--- config.mk ---
export PLATFORM = sky130hd
export DESIGN_NAME = stream_fifo_reader_monitor
export DESIGN_NICKNAME = d
export VERILOG_FILES = /design/src/rtl/stream_fifo_reader_monitor.sv
export SDC_FILE = /design/constraint.sdc
export NUM_CORES = 1
export LEC_CHECK = 0
export CAP_MARGIN = 10
export CORE_ASPECT_RATIO = 1.4
export CORE_MARGIN = 1.5
export CORE_UTILIZATION = 45
export DETAILED_ROUTE_END_ITERATION = 8
export GPL_ROUTABILITY_DRIVEN = 0
export PLACE_DENSITY_LB_ADDON = 0.25
export SLEW_MARGIN = 20
export SYNTH_ARGS = -nofsm -noshare
export SYNTH_HDL_FRONTEND = slang
export SYNTH_SLANG_ARGS = --single-unit
--- constraint.sdc ---
create_clock -name ap_clk -period 2.3 [get_ports ap_clk]
set_input_delay 0.46 -clock ap_clk [delete_from_list [all_inputs] [get_ports ap_clk]]
set_output_delay 0.46 -clock ap_clk [all_outputs]
set_load 0.005 [all_outputs]
--- src/rtl/stream_fifo_reader_monitor.sv ---
// rtl/stream_fifo_reader_monitor.sv - FIFO read-side skid stage with occupancy/beat/stall statistics
//
// Purpose:
//   Takes beats from an upstream streaming FIFO and passes them downstream
//   through a registered two-entry skid buffer. Data and ordering are
//   unchanged. The block also collects run statistics used to size the FIFO:
//   the high-water mark of the FIFO occupancy, the number of output beats,
//   and the number of output backpressure cycles.
//
// Optional build macro:
//   MONITOR_STALL_CNT_EN - when defined, stall_cycles counts cycles with
//                          out valid and not ready. When undefined, the
//                          counter is not built and stall_cycles reads 0.
//
// Ports:
//   ap_clk          clock, rising edge
//   ap_rst          synchronous active-high reset
//   clear           synchronous statistics clear (data path unaffected)
//   fifo_count      upstream FIFO occupancy
//   in0_V_V_TDATA   upstream data
//   in0_V_V_TVALID  upstream valid
//   in0_V_V_TREADY  ready to upstream (registered)
//   out_V_V_TDATA   downstream data
//   out_V_V_TVALID  downstream valid
//   out_V_V_TREADY  downstream ready
//   max_count       high-water mark of fifo_count
//   beat_count      output handshakes, saturating
//   stall_cycles    out valid & !ready cycles, saturating
module stream_fifo_reader_monitor #(
  parameter int WIDTH   = 8,
  parameter int COUNT_W = 14,
  parameter int STAT_W  = 32
) (
  input  logic               ap_clk,
  input  logic               ap_rst,
  input  logic               clear,
  input  logic [COUNT_W-1:0] fifo_count,
  input  logic [WIDTH-1:0]   in0_V_V_TDATA,
  input  logic               in0_V_V_TVALID,
  output logic               in0_V_V_TREADY,
  output logic [WIDTH-1:0]   out_V_V_TDATA,
  output logic               out_V_V_TVALID,
  input  logic               out_V_V_TREADY,
  output logic [COUNT_W-1:0] max_count,
  output logic [STAT_W-1:0]  beat_count,
  output logic [STAT_W-1:0]  stall_cycles
);

  typedef enum logic [1:0] {
    S_EMPTY = 2'd0,
    S_ONE   = 2'd1,
    S_TWO   = 2'd2
  } state_t;

  localparam logic [STAT_W-1:0] STAT_ONE = {{(STAT_W-1){1'b0}}, 1'b1};

  state_t             state_q, state_d;
  logic [WIDTH-1:0]   head_q, head_d;
  logic [WIDTH-1:0]   tail_q, tail_d;
  logic               in_ready_q, in_ready_d;
  logic               in_hs, out_hs;

  logic [COUNT_W-1:0] count_q;
  logic [COUNT_W-1:0] max_q;
  logic [STAT_W-1:0]  beat_q;

  assign out_V_V_TVALID = (state_q != S_EMPTY);
  assign out_V_V_TDATA  = head_q;
  assign in0_V_V_TREADY = in_ready_q;

  assign in_hs  = in0_V_V_TVALID & in_ready_q;
  assign out_hs = out_V_V_TVALID & out_V_V_TREADY;

  // State and data registers of the skid buffer. The head register always
  // drives the output, so TDATA cannot change while valid is held unacked.
  always_ff @(posedge ap_clk) begin
    if (ap_rst) begin
      state_q    <= S_EMPTY;
      head_q     <= '0;
      tail_q     <= '0;
      in_ready_q <= 1'b0;
    end else begin
      state_q    <= state_d;
      head_q     <= head_d;
      tail_q     <= tail_d;
      in_ready_q <= in_ready_d;
    end
  end

  always_comb begin
    state_d = state_q;
    head_d  = head_q;
    tail_d  = tail_q;
    unique case (state_q)
      S_EMPTY: begin
        if (in_hs) begin
          head_d  = in0_V_V_TDATA;
          state_d = S_ONE;
        end
      end
      S_ONE: begin
        if (in_hs && out_hs) begin
          head_d = in0_V_V_TDATA;
        end else if (in_hs) begin
          tail_d  = in0_V_V_TDATA;
          state_d = S_TWO;
        end else if (out_hs) begin
          state_d = S_EMPTY;
        end
      end
      S_TWO: begin
        // Ready is low here, so only the output side can move.
        if (out_hs) begin
          head_d  = tail_q;
          state_d = S_ONE;
        end
      end
      default: begin
        state_d = S_EMPTY;
      end
    endcase
    // Ready is computed from the next state so it is a pure register output
    // with no combinational path from out_V_V_TREADY.
    in_ready_d = (state_d != S_TWO);
  end

  // Occupancy is registered once before the compare, so a new peak shows
  // in max_count two cycles after it appears on fifo_count. Clear loads the
  // raw count of its own cycle.
  always_ff @(posedge ap_clk) begin
    if (ap_rst) begin
      count_q <= '0;
      max_q   <= '0;
    end else begin
      count_q <= fifo_count;
      if (clear) begin
        max_q <= fifo_count;
      end else if (count_q > max_q) begin
        max_q <= count_q;
      end
    end
  end

  always_ff @(posedge ap_clk) begin
    if (ap_rst || clear) begin
      beat_q <= '0;
    end else if (out_hs && !(&beat_q)) begin
      beat_q <= beat_q + STAT_ONE;
    end
  end

  assign max_count  = max_q;
  assign beat_count = beat_q;

`ifdef MONITOR_STALL_CNT_EN
  logic [STAT_W-1:0] stall_q;

  always_ff @(posedge ap_clk) begin
    if (ap_rst || clear) begin
      stall_q <= '0;
    end else if (out_V_V_TVALID && !out_V_V_TREADY && !(&stall_q)) begin
      stall_q <= stall_q + STAT_ONE;
    end
  end

  assign stall_cycles = stall_q;
`else
  assign stall_cycles = '0;
`endif

endmodule

# After elaboration in Yosys (flattened, before gate mapping)
# Cells that the tools add are included.
[op_classes]
reduce_logical = 11
bitwise = 3
add_sub_neg = 1
muxes = 12
n_shift = 0
mul = 0
div_mod_pow = 0
eq_ne = 6
magnitude_cmp = 1
[ops]
columns = ["op", "n"]
rows = [
  ["$add A32 B1 Y32 const B", 1],
  ["$reduce_and A32 Y1", 1],
  ["$mux W14", 2],
  ["$mux W8", 3],
  ["$pmux W8 S3", 1],
  ["$gt A14 B14 Y1", 1],
  ["$mux W2", 5],
  ["$ne A2 B2 Y1 const B", 4],
  ["$pmux W2 S3", 1],
  ["$reduce_and A4 Y1", 1],
  ["$reduce_bool A2 Y1", 2],
  ["$reduce_and A3 Y1", 1],
  ["$reduce_bool A3 Y1", 1],
  ["$and A1 B1 Y1", 2],
  ["$eq A2 B1 Y1 const B", 1],
  ["$eq A2 B2 Y1 const B", 1],
  ["$logic_and A1 B1 Y1", 2],
  ["$logic_not A2 Y1", 1],
  ["$logic_not A1 Y1", 1],
  ["$logic_or A1 B1 Y1", 1],
  ["$not A1 Y1", 1],
]
[word_totals]
ram_bits = 0
input_bits = 27
memories = 0
ff_bits = 79
out_inout_bits = 88
latchBits = 0
romBits = 0
elab_cells = 41

# Longest topological paths before layout
[depth]
ltp_word = 7
depth_mapped = 9
depth_no_buf = 8

# Least setup slack after synthesis
# Ideal clock, no wire load.
[synth_path]
path_type = "register to register"
startpoint = "reg max_q[5], in the netlist max_count[5]"
endpoint = "reg max_q[10], in the netlist max_count[10]"
slack_ns = 0.348
path_buffers = 1
path_stages_with_launch = 10
arrival_time_ns = 1.820
setup_time_ns = 0.132
t_required_ns = 2.168
cell_sequence = "dfxtp_1 > inv_1 > ha_1 > nand4_1 > o21bai_1 > a311o_1 > a22o_1 > buf_4 > a22oi_1 > a21oi_1"
[synth_between]
elab_chain_cells = 2
[synth_rtl]
columns = ["element", "line_no", "rtl"]
rows = [
  ["start, declared", "64", "logic [COUNT_W-1:0] max_q;"],
  ["start signal, assigned", "137", "max_q <= fifo_count;"],
  ["start signal, assigned", "139", "max_q <= count_q;"],
  ["$gt A14 B14 Y1", "138", "end else if (count_q > max_q) begin"],
  ["$reduce_bool A2 Y1 (no line)", "--", ""],
]
# No other way between the ends.
# A chain may end at the register's enable or synchronous reset.

# Worst setup path after layout
[layout_path]
startpoint = "reg max_q[5], in the netlist max_count[5]"
endpoint = "reg max_q[6], in the netlist max_count[6]"
# The elaborated chain is that of the path after synthesis.

==> impl_results.rst <==
.. list-table::
   :header-rows: 1

   * - Metric
     - Value
   * - Fraction of the yosys area taken by sequential cells
     - between 40% and 50%
   * - Total wirelength of the detailed-routed design
     - approximately 8.4 mm
   * - Synth warn
     - 0
   * - Number of buffers created by CTS
     - 9
   * - Cell taking the most area after synthesis
     - sky130_fd_sc_hd__dfxtp_1
   * - Combined buffer and inverter count along the critical path
     - 2
   * - Initial core utilization
     - a little under half
   * - DRT antenna net count
     - 0
   * - GR Util met2
     - about a third
   * - Sum of net half-perimeters after detailed placement
     - 6.064 mm
   * - Worst Path Class, Setup
     - register to register
   * - Total count of hold-check failures in the final report
     - 0
   * - Reg-to-reg setup timing slack
     - roughly 0.14 ns
   * - Quantity of I/O buffers inserted on ports
     - 82
   * - Final worst path period share
     - 94.07%
   * - Routed via count divided by cell count
     - ~5
   * - Async set or reset register ratio after synthesis
     - 0%
   * - Cell Area, Synth
     - 0.003840 mm2
   * - CTS tree
     - built
   * - Overflow left after global routing
     - 0
   * - Max-cap violation count
     - 0
   * - Worst-Margin Slew
     - slightly below 1 ns
   * - Number of resized instances in the post-cts repair step
     - 0
   * - Final design area excluding fillers
     - a little over 0.005 mm2
   * - CP Data Arrival Time
     - 2.42 ns
   * - Vias
     - roughly 3100
   * - Power density normalized to cell area
     - 637.9 mW/mm2
   * - Max VDD drop
     - 0.3614 mV
   * - Max frequency
     - 462.2 MHz
   * - Final-layout fill cell count
     - 740
   * - Number of clock sinks seen by CTS
     - 79
   * - Number of synthesized flops with an enable pin
     - 0
   * - Initial antenna violation count
     - 0
   * - Total of hold buffers inserted after clock tree synthesis
     - 0
   * - Number of different library cells in the post-synthesis netlist
     - 47
   * - Area enclosed by the die boundary
     - 0.009104 mm2
   * - Area share of the leading cell type in the synthesized netlist
     - 41.19%
   * - Classification of the worst-slack hold path
     - register to register
   * - Status
     - complete, no violations
   * - Rel. slew slack
     - 35.56%
   * - Global router's overall resource usage
     - 19.21%
   * - Library cell used as clock root buffer
     - sky130_fd_sc_hd__clkbuf_16
   * - Placed instance area
     - 0.004731 mm2
   * - Pin count of the biggest net entering global routing
     - between 40 and 50
   * - Time the worst path needs with I/O delays and setup
     - about 2.2 ns
   * - Global-route wire length before repair
     - 13.68 mm
   * - Mean instance size in the synthesized netlist
     - about 9.0 um2
   * - Longest Clk Path Bufs
     - 2
   * - Number of endpoints failing setup at the final stage
     - 0
   * - Setup TNS
     - 0 ns
   * - Dominant cells by area after synthesis
     - sky130_fd_sc_hd__dfxtp_1, sky130_fd_sc_hd__buf_4, sky130_fd_sc_hd__xor2_1, sky130_fd_sc_hd__ha_1, sky130_fd_sc_hd__nor2_1
   * - Critical Path Max Stage Delay
     - 0.36 ns
   * - Gate count of the mapped netlist
     - about 430
   * - Global-route met1 utilization
     - 22.72%
   * - Ports placed on the boundary
     - 115
   * - Most used routing layer in global routing
     - met2
   * - Pins Over Slew Limit
     - 0
   * - Most frequently used flop master after synthesis
     - sky130_fd_sc_hd__dfxtp_1
   * - Post-CTS repair timing setup buffer count
     - 0
   * - Initial drt markers
     - between 80 and 90
   * - Register clock-pin slew on the reported worst setup and hold paths
     - 0.06 ns
   * - M3 GR Usage
     - ~5.7%
   * - Critical path required time
     - 2.55 ns
   * - Setup repair after global routing missed its margin
     - false
   * - Number of detailed-routing iterations run before antenna repair
     - 4
   * - DRC violations left
     - 0
   * - Overall die width
     - 81.07 um
   * - Largest fanout of any net on the critical path
     - 6
   * - Slowest cell on crit path
     - sky130_fd_sc_hd__dfxtp_1
   * - # diodes
     - 0
   * - Cell-by-cell trace of the critical path
     - inv_1 > ha_1 > nand4_1 > o21bai_1 > a311o_1 > a211oi_2 > buf_4 > nand2_1 > a21oi_1
   * - Cell Rows
     - 39
   * - Die Height
     - 112.3 um
   * - Setup crit start kind
     - register
   * - Fin Clk Skew
     - 0.007670 ns
   * - Count of nets after finishing
     - 562
   * - Number of flip-flops and latches in the synthesized netlist
     - a little under 80
   * - Number of levels the H-tree was split into
     - 3
   * - Area of the placeable core
     - between 0.008 and 0.009 mm2
   * - Later-pin clock latency in the skew report
     - between 0.3 and 0.4 ns
   * - Layout overhead on the synthesized area
     - 30.89%
   * - Kind of cell with the highest combined delay on the critical path
     - compound AO/OA/AOI/OAI gates
   * - WL/cell
     - 13.39 um
   * - Vias in the first global route
     - roughly 3000
   * - Leak Pwr
     - 1.985 nW
   * - Fraction of layout cells with a size suffix above 1
     - 9.714%
   * - Critical Path Sink Type
     - register
where the power goes:
part / switching [W] / total [W] / internal (W)
sequential: 0.0000338 / 0.00145 / 0.00142
clock: 0.000546 / 0.00136 / 0.000819
combinational: 0.000188 / 0.000389 / 0.000200
flip-flops by register name, indices dropped and copies added, names as in the netlist:
register and flops:
beat_count 32, count_q 14, in0_V_V_TREADY 1, max_count 14
out_V_V_TDATA 8, state_q 2, tail_q 8
final timing paths:
path / from / to / cells after the start
setup / recovery: max_count[5]$_SDFFE_PP0P_ / max_count[6]$_SDFFE_PP0P_ / 9
setup reg to reg: max_count[5]$_SDFFE_PP0P_ / max_count[6]$_SDFFE_PP0P_ / 9
hold reg to reg: count_q[3]$_SDFF_PP0_ / max_count[3]$_SDFFE_PP0P_ / 2
hold / removal: count_q[3]$_SDFF_PP0_ / max_count[3]$_SDFFE_PP0P_ / 2
synth_stat cells, types with 2 or more instances:
library cell               number
sky130_fd_sc_hd__dfxtp_1       79
sky130_fd_sc_hd__nor2_1        50
sky130_fd_sc_hd__buf_4         35
sky130_fd_sc_hd__nand2_1       30
sky130_fd_sc_hd__a21oi_1       27
sky130_fd_sc_hd__xor2_1        25
sky130_fd_sc_hd__mux2i_1       17
sky130_fd_sc_hd__nor2b_1       16
sky130_fd_sc_hd__ha_1          15
sky130_fd_sc_hd__inv_1         15
sky130_fd_sc_hd__nand3_1       15
sky130_fd_sc_hd__nand4_1       14
sky130_fd_sc_hd__a22oi_1       13
sky130_fd_sc_hd__a211oi_1      10
sky130_fd_sc_hd__clkbuf_1      10
sky130_fd_sc_hd__and3_1         4
sky130_fd_sc_hd__o21ai_0        4
sky130_fd_sc_hd__and2_1         3
sky130_fd_sc_hd__and4_1         3
sky130_fd_sc_hd__nand4_2        3
sky130_fd_sc_hd__xnor2_1        3
sky130_fd_sc_hd__buf_2          2
sky130_fd_sc_hd__nand2b_1       2
sky130_fd_sc_hd__nand3_2        2
sky130_fd_sc_hd__nor3_1         2
sky130_fd_sc_hd__nor3_2         2
sky130_fd_sc_hd__nor4_1         2
sky130_fd_sc_hd__o21bai_1       2
sky130_fd_sc_hd__or2_2          2
sky130_fd_sc_hd__or3_1          2
worst min-delay path: cells and delay by family, from the launching register on:
| family | cells | cell delay, ns |
|---|---|---|
| flops | 1 | 0.31 |
| simple gates | 1 | 0.05 |
| compound gates | 1 | 0.05 |
metrics by stage:
step / total power (W) / setup WS, ns / util (%) / instances / hold WS, ns
3_5_place_dp: 0.001870 / 0.01161 / 57.71 / 611 / 0.4480
3_3_place_gp: 0.001862 / 0.1158 / 57.71 / 611 / 0.4422
2_1_floorplan: 0.001723 / 0.3477 / - / 457 / 0.4356
6_report: 0.003206 / 0.1364 / 61.31 / 627 / 0.4552
4_1_cts: 0.003254 / 0.1192 / 61.31 / 627 / 0.4570
5_1_grt: 0.003354 / 0.005911 / 61.31 / 627 / 0.4779
routing by layer:
layer / vias to the layer above / wire, um
met3: 11 / 511
met5: - / 0
met1: 1445 / 3607
li1: 1597 / -
met4: 0 / 127
met2: 72 / 4148
cell families (layout without fill, tap and decap cells):
logic type | Yosys count | after routing | share of synthesized area [%]
AND/OR/NAND/NOR | 156 | 156 | 21.31
flip-flops | 79 | 79 | 41.19
AO/OA/AOI/OAI | 67 | 67 | 12.06
buffers and inverters | 63 | 131 | 9.645
XOR/XNOR | 28 | 28 | 6.387
multiplexers | 17 | 17 | 4.431
adder cells (fa/ha/maj) | 15 | 15 | 4.888
other | 1 | 32 | 0.09766
cells in the final DEF (no fill, tap or decap), types with 3 or more instances in the layout:
cell	Yosys	final
sky130_fd_sc_hd__clkdlybuf4s50_1	0	82
sky130_fd_sc_hd__dfxtp_1	79	79
sky130_fd_sc_hd__nor2_1	50	50
sky130_fd_sc_hd__conb_1	1	32
sky130_fd_sc_hd__nand2_1	30	30
sky130_fd_sc_hd__a21oi_1	27	27
sky130_fd_sc_hd__xor2_1	25	25
sky130_fd_sc_hd__buf_4	35	18
sky130_fd_sc_hd__mux2i_1	17	17
sky130_fd_sc_hd__nor2b_1	16	16
sky130_fd_sc_hd__inv_1	15	15
sky130_fd_sc_hd__nand3_1	15	15
sky130_fd_sc_hd__ha_1	15	15
sky130_fd_sc_hd__nand4_1	14	14
sky130_fd_sc_hd__a22oi_1	13	13
sky130_fd_sc_hd__a211oi_1	10	10
sky130_fd_sc_hd__clkbuf_16	0	9
sky130_fd_sc_hd__and3_1	4	4
sky130_fd_sc_hd__o21ai_0	4	4
sky130_fd_sc_hd__nand4_2	3	3
sky130_fd_sc_hd__and2_1	3	3
sky130_fd_sc_hd__and4_1	3	3
sky130_fd_sc_hd__xnor2_1	3	3
sky130_fd_sc_hd__clkbuf_8	0	3
cell type report:
type                       instances  area (um2)  area share [%]
multi-input combinational        315        2009           39.98
sequential                        79        1582           31.47
timing repair buffer             100       955.9           19.02
clock buffer                      12       266.5           5.302
tap                              102       127.6           2.539
inverter                          15       56.30           1.120
clock inverter                     4       28.78          0.5726
(Power assumes the default switching activity.)
==> RTL change 1, RTL diff (same flow settings) <==
Change the parameter `WIDTH` from 8 to 6.
--- a/src/rtl/stream_fifo_reader_monitor.sv
+++ b/src/rtl/stream_fifo_reader_monitor.sv
@@ -27,7 +27,7 @@
 //   beat_count      output handshakes, saturating
 //   stall_cycles    out valid & !ready cycles, saturating
 module stream_fifo_reader_monitor #(
-  parameter int WIDTH   = 8,
+  parameter int WIDTH   = 6,
   parameter int COUNT_W = 14,
   parameter int STAT_W  = 32
 ) (
Ports: changed (resized in0_V_V_TDATA and out_V_V_TDATA); port bits go from 115 to 111. No check against the original RTL was run, so the function may have changed too.
==> RTL change 1 against the original RTL <==
Total power fell by 2.5%. Wire length down 0.30%. Count of clock-buffer cells in the layout rose by 1. Sequential cell count fell by 4. Area after synthesis decreased by 2.4%. Via count increased by 1.4%. Design area shrank 3.4%. Worst setup slack improved by 95 ps. Highest routed layer unchanged.
==> RTL change 1: results <==
set metrics [dict create \
    grt_pass1_wl_microns 14050 \
    cts_resized 0 \
    synth_common_cells "dfxtp_1, nor2_1, nand2_1, buf_4, a21oi_1" \
    hold_path_class "flop to flop" \
    dp_cells 603 \
    track_usage 0.1990 \
    dp_hpwl_microns 5982 \
    ys_types 43 \
    cp_max_fo 13 \
    vias 3169 \
    root_buffer "clkbuf_16" \
    placement.cell_area_sq_mm 0.004558 \
    portBuffers 78 \
    worst_pin_slew_ps 635.5 \
    dieWidth_microns 80.13 \
    finalNetCount 552 \
    drt_iter0_drc 136 \
    ys_seq_area_frac 0.4007 \
    insertion_delay_ps 330 \
    peakVddDrop_v 0.0004171 \
    synth.avg_cell_area_sq_um 8.715 \
    dp_slack_ps 103.0 \
    antenna_left 0 \
    drtPass1Iterations 5 \
    leakagePower_nw 1.854 \
    ys_top_cells_by_area "dfxtp_1, buf_4, xor2_1, nor2_1, ha_1" \
    outcome "completed" \
    wire_per_inst_microns 13.54 \
    cts_setup_buffers 0 \
    skew_ps 4.999 \
    grt_pass1_vias 3022 \
    viasPerCell 5.128 \
    grt_start_max_net_pins 44 \
    drive_gt1_frac 0.07946 \
    fill_cells 734 \
]
==> RTL change 1: through the flow <==
step / hold WS [ps] / utilization
2_1_floorplan: 435.6 / -
3_3_place_gp: 442.9 / 0.5627
3_5_place_dp: 451.3 / 0.5627
4_1_cts: 458.7 / 0.5992
5_1_grt: 472.3 / 0.5993
6_report: 458.5 / 0.5993
==> RTL change 1: kinds of logic after synthesis <==
kind of cell | share of synthesized area
AND/OR/NAND/NOR | 0.2304
flip-flops | 0.4007
buffers and inverters | 0.1025
AO/OA/AOI/OAI | 0.1102
XOR/XNOR | 0.06778
adder cells (fa/ha/maj) | 0.05008
multiplexers | 0.03739
other | 0.001001
==> RTL change 1: layer usage <==
layer	vias to the layer above	track usage	routed length, microns
met5	-	0	0
met4	0	0.07241	114
met3	8	0.04609	496
met2	102	0.3289	4175
met1	1472	0.2487	3584
li1	1587	-	-
==> RTL change 1: where the power goes <==
part	switching [W]	internal (W)	total [W]
Combinational	0.000175	0.000178	0.000353
Sequential	0.0000309	0.00135	0.00138
Clock	0.000504	0.000891	0.00140
==> RTL change 1: path summary, 6_finish.rpt <==
path,start,to,slack [ps],cells past startpoint
max,max_count[3],max_count[3],230,8
min,count_q[11],max_count[11],460,2
max reg2reg,max_count[3],max_count[3],230,8
min reg2reg,count_q[11],max_count[11],460,2
==> RTL change 1: worst max-delay path: stages (launching register included) <==
cell and delay, ps:
dfxtp_1 350, inv_1 60, ha_1 310, a21o_1 130, nand3_1 80, a311o_1 400
a22o_2 340, a22oi_1 190, a21oi_1 90
==> RTL change 1: cell type report <==
type,count,area (sq um),area share
inverters,16,60.06,0.01237
multi-input cells,319,1979,0.4077
repair buffers,91,890.9,0.1835
clock inverters,2,35.03,0.007216
well taps,102,127.6,0.02629
clock buffers,13,260.3,0.05361
flip-flops and latches,75,1501,0.3093
==> RTL change 2, RTL diff (same flow settings) <==
Made on the original files. Encoding of `state_t`: now one-hot (3 bits for 3 states).
--- a/src/rtl/stream_fifo_reader_monitor.sv
+++ b/src/rtl/stream_fifo_reader_monitor.sv
@@ -46,10 +46,10 @@
   output logic [STAT_W-1:0]  stall_cycles
 );
 
-  typedef enum logic [1:0] {
-    S_EMPTY = 2'd0,
-    S_ONE   = 2'd1,
-    S_TWO   = 2'd2
+  typedef enum logic [2:0] {
+    S_EMPTY = 3'b001,
+    S_ONE   = 3'b010,
+    S_TWO   = 3'b100
   } state_t;
 
   localparam logic [STAT_W-1:0] STAT_ONE = {{(STAT_W-1){1'b0}}, 1'b1};
Behaviour: same outputs for any inputs over 10 cycles, from zero or initial values and one cycle with ap_rst high; not proved beyond that.
==> RTL change 2 against the original RTL <==
Sequential cell count grew 1. Worst setup slack got worse by 19 ps. Die area rose by 4.6%. Combinational power down 5.9%. Total power grew 4.8%. Worst hold slack better by 1.9 ps. Count of clock-buffer cells in the layout down 1. Wire length up 6.7%. Highest routed layer unchanged. Largest cell class unchanged. Area after synthesis up 4.7%. Maximum frequency is 0.85% lower. Utilization fell by 0.55 points. Synthesized cell count grew 8.5%. Design area rose by 4.1%.
==> RTL change 2: results <==
set metrics [dict create \
    synth_top_area_share 0.3983 \
    worstPathArrival_ps 1720 \
    cts_setup_buffers 0 \
    worst_pin_slew_ps 612.6 \
    cts_resized 0 \
    met1_length_microns 3672 \
    ys_seq_area_frac 0.3983 \
    grt_pass1_wl_microns 14720 \
    antenna_found_initial 0 \
    clock_path_buffers 2 \
    synth.avg_cell_area_sq_um 8.704 \
    p_int_w 0.002595 \
    numCtsBuffers 9 \
    ys_types 50 \
    portBuffers 82 \
    largest_reg_flops 32 \
    path_clk_slew_ps 60 \
    outcome "completed" \
    holdBufCountCts 0 \
    leakagePower_nw 2.020 \
    ys_top_cells_by_area "dfxtp_1, buf_4, xnor2_1, nor2_1, ha_1" \
    fin_cells 664 \
    drt_iter0_drc 183 \
    grt_start_max_net_pins 37 \
    skew_ps 4.561 \
    placement.cell_area_sq_mm 0.004906 \
    cts_htree_levels 3 \
    hold_path_class "flop to flop" \
    drtPass1Iterations 4 \
    async_reset_ff_frac 0 \
    met2WireLength_microns 4654 \
    viasPerCell 5.140 \
    track_usage 0.1903 \
    wl_met3_microns 414 \
    grt_pass1_vias 3155 \
    finalNetCount 596 \
    dp_cells 648 \
    root_buffer "clkbuf_16" \
    drive_gt1_frac 0.1002 \
    antennaDiodeCount 0 \
    synth_common_cells "dfxtp_1, nor2_1, nand2_1, buf_4, a21oi_1" \
    highest_layer "met4" \
    dp_hpwl_microns 6677 \
    peakVddDrop_v 0.0004841 \
    drt_wl_total_microns 8957 \
    cp_max_fo 9 \
    insertion_delay_ps 340 \
]
## RTL change 2: critical path, stage by stage (launching register included)
cell	delay, ps
dfxtp_1	390
or3b_2	530
clkdlybuf4s50_1	470
## RTL change 2: metrics by stage
stage	hold WS, ps	setup slack, ps
after floorplan	435.6	261.8
after global placement	447.9	206.7
after detailed placement	452.9	132.6
after CTS	459.9	31.03
after global routing	486.5	7.056
final	457.1	117.8
## RTL change 2: cell families after synthesis
family,after synthesis,share of synthesized area
AND/OR/NAND/NOR,182,0.2368
flip-flops,80,0.3983
buffers and inverters,71,0.1014
AO/OA/AOI/OAI,61,0.09210
XOR/XNOR,26,0.05663
multiplexers,26,0.06721
adder cells (fa/ha/maj),15,0.04667
other,1,0.0009325
## RTL change 2: final timing paths
check / start / to / slack [ps] / cells after the start
worst min register to register: count_q[7] / max_count[7] / 460 / 2
worst min-delay path: count_q[7] / max_count[7] / 460 / 2
worst max register to register: max_count[4] / max_count[12] / 180 / 9
worst max-delay path: state_q[1] / out_V_V_TVALID / 120 / 2
## RTL change 2: area by class of cell
cell class	count	area (sq um)
fillers	780	3378
multi-input cells	342	2128
flip-flops and latches	80	1603
repair buffers	104	980.9
clock buffers	11	242.7
well taps	105	131.4
clock inverters	5	80.08
inverters	17	63.81
## RTL change 2: layer usage
metal,up-vias,GRT usage
met5,-,0
met4,0,0.1044
met3,14,0.03087
met2,99,0.3431
met1,1593,0.2150
li1,1707,-
## RTL change 2: power groups by stage
stage | Combinational [W] | Clock [W] | Sequential (W)
after floorplan | 0.000242 | 0 | 0.00148
after global placement | 0.000357 | 0 | 0.00149
after detailed placement | 0.000364 | 0 | 0.00149
after CTS | 0.000368 | 0.00156 | 0.00146
after global routing | 0.000410 | 0.00161 | 0.00146
final | 0.000366 | 0.00154 | 0.00146
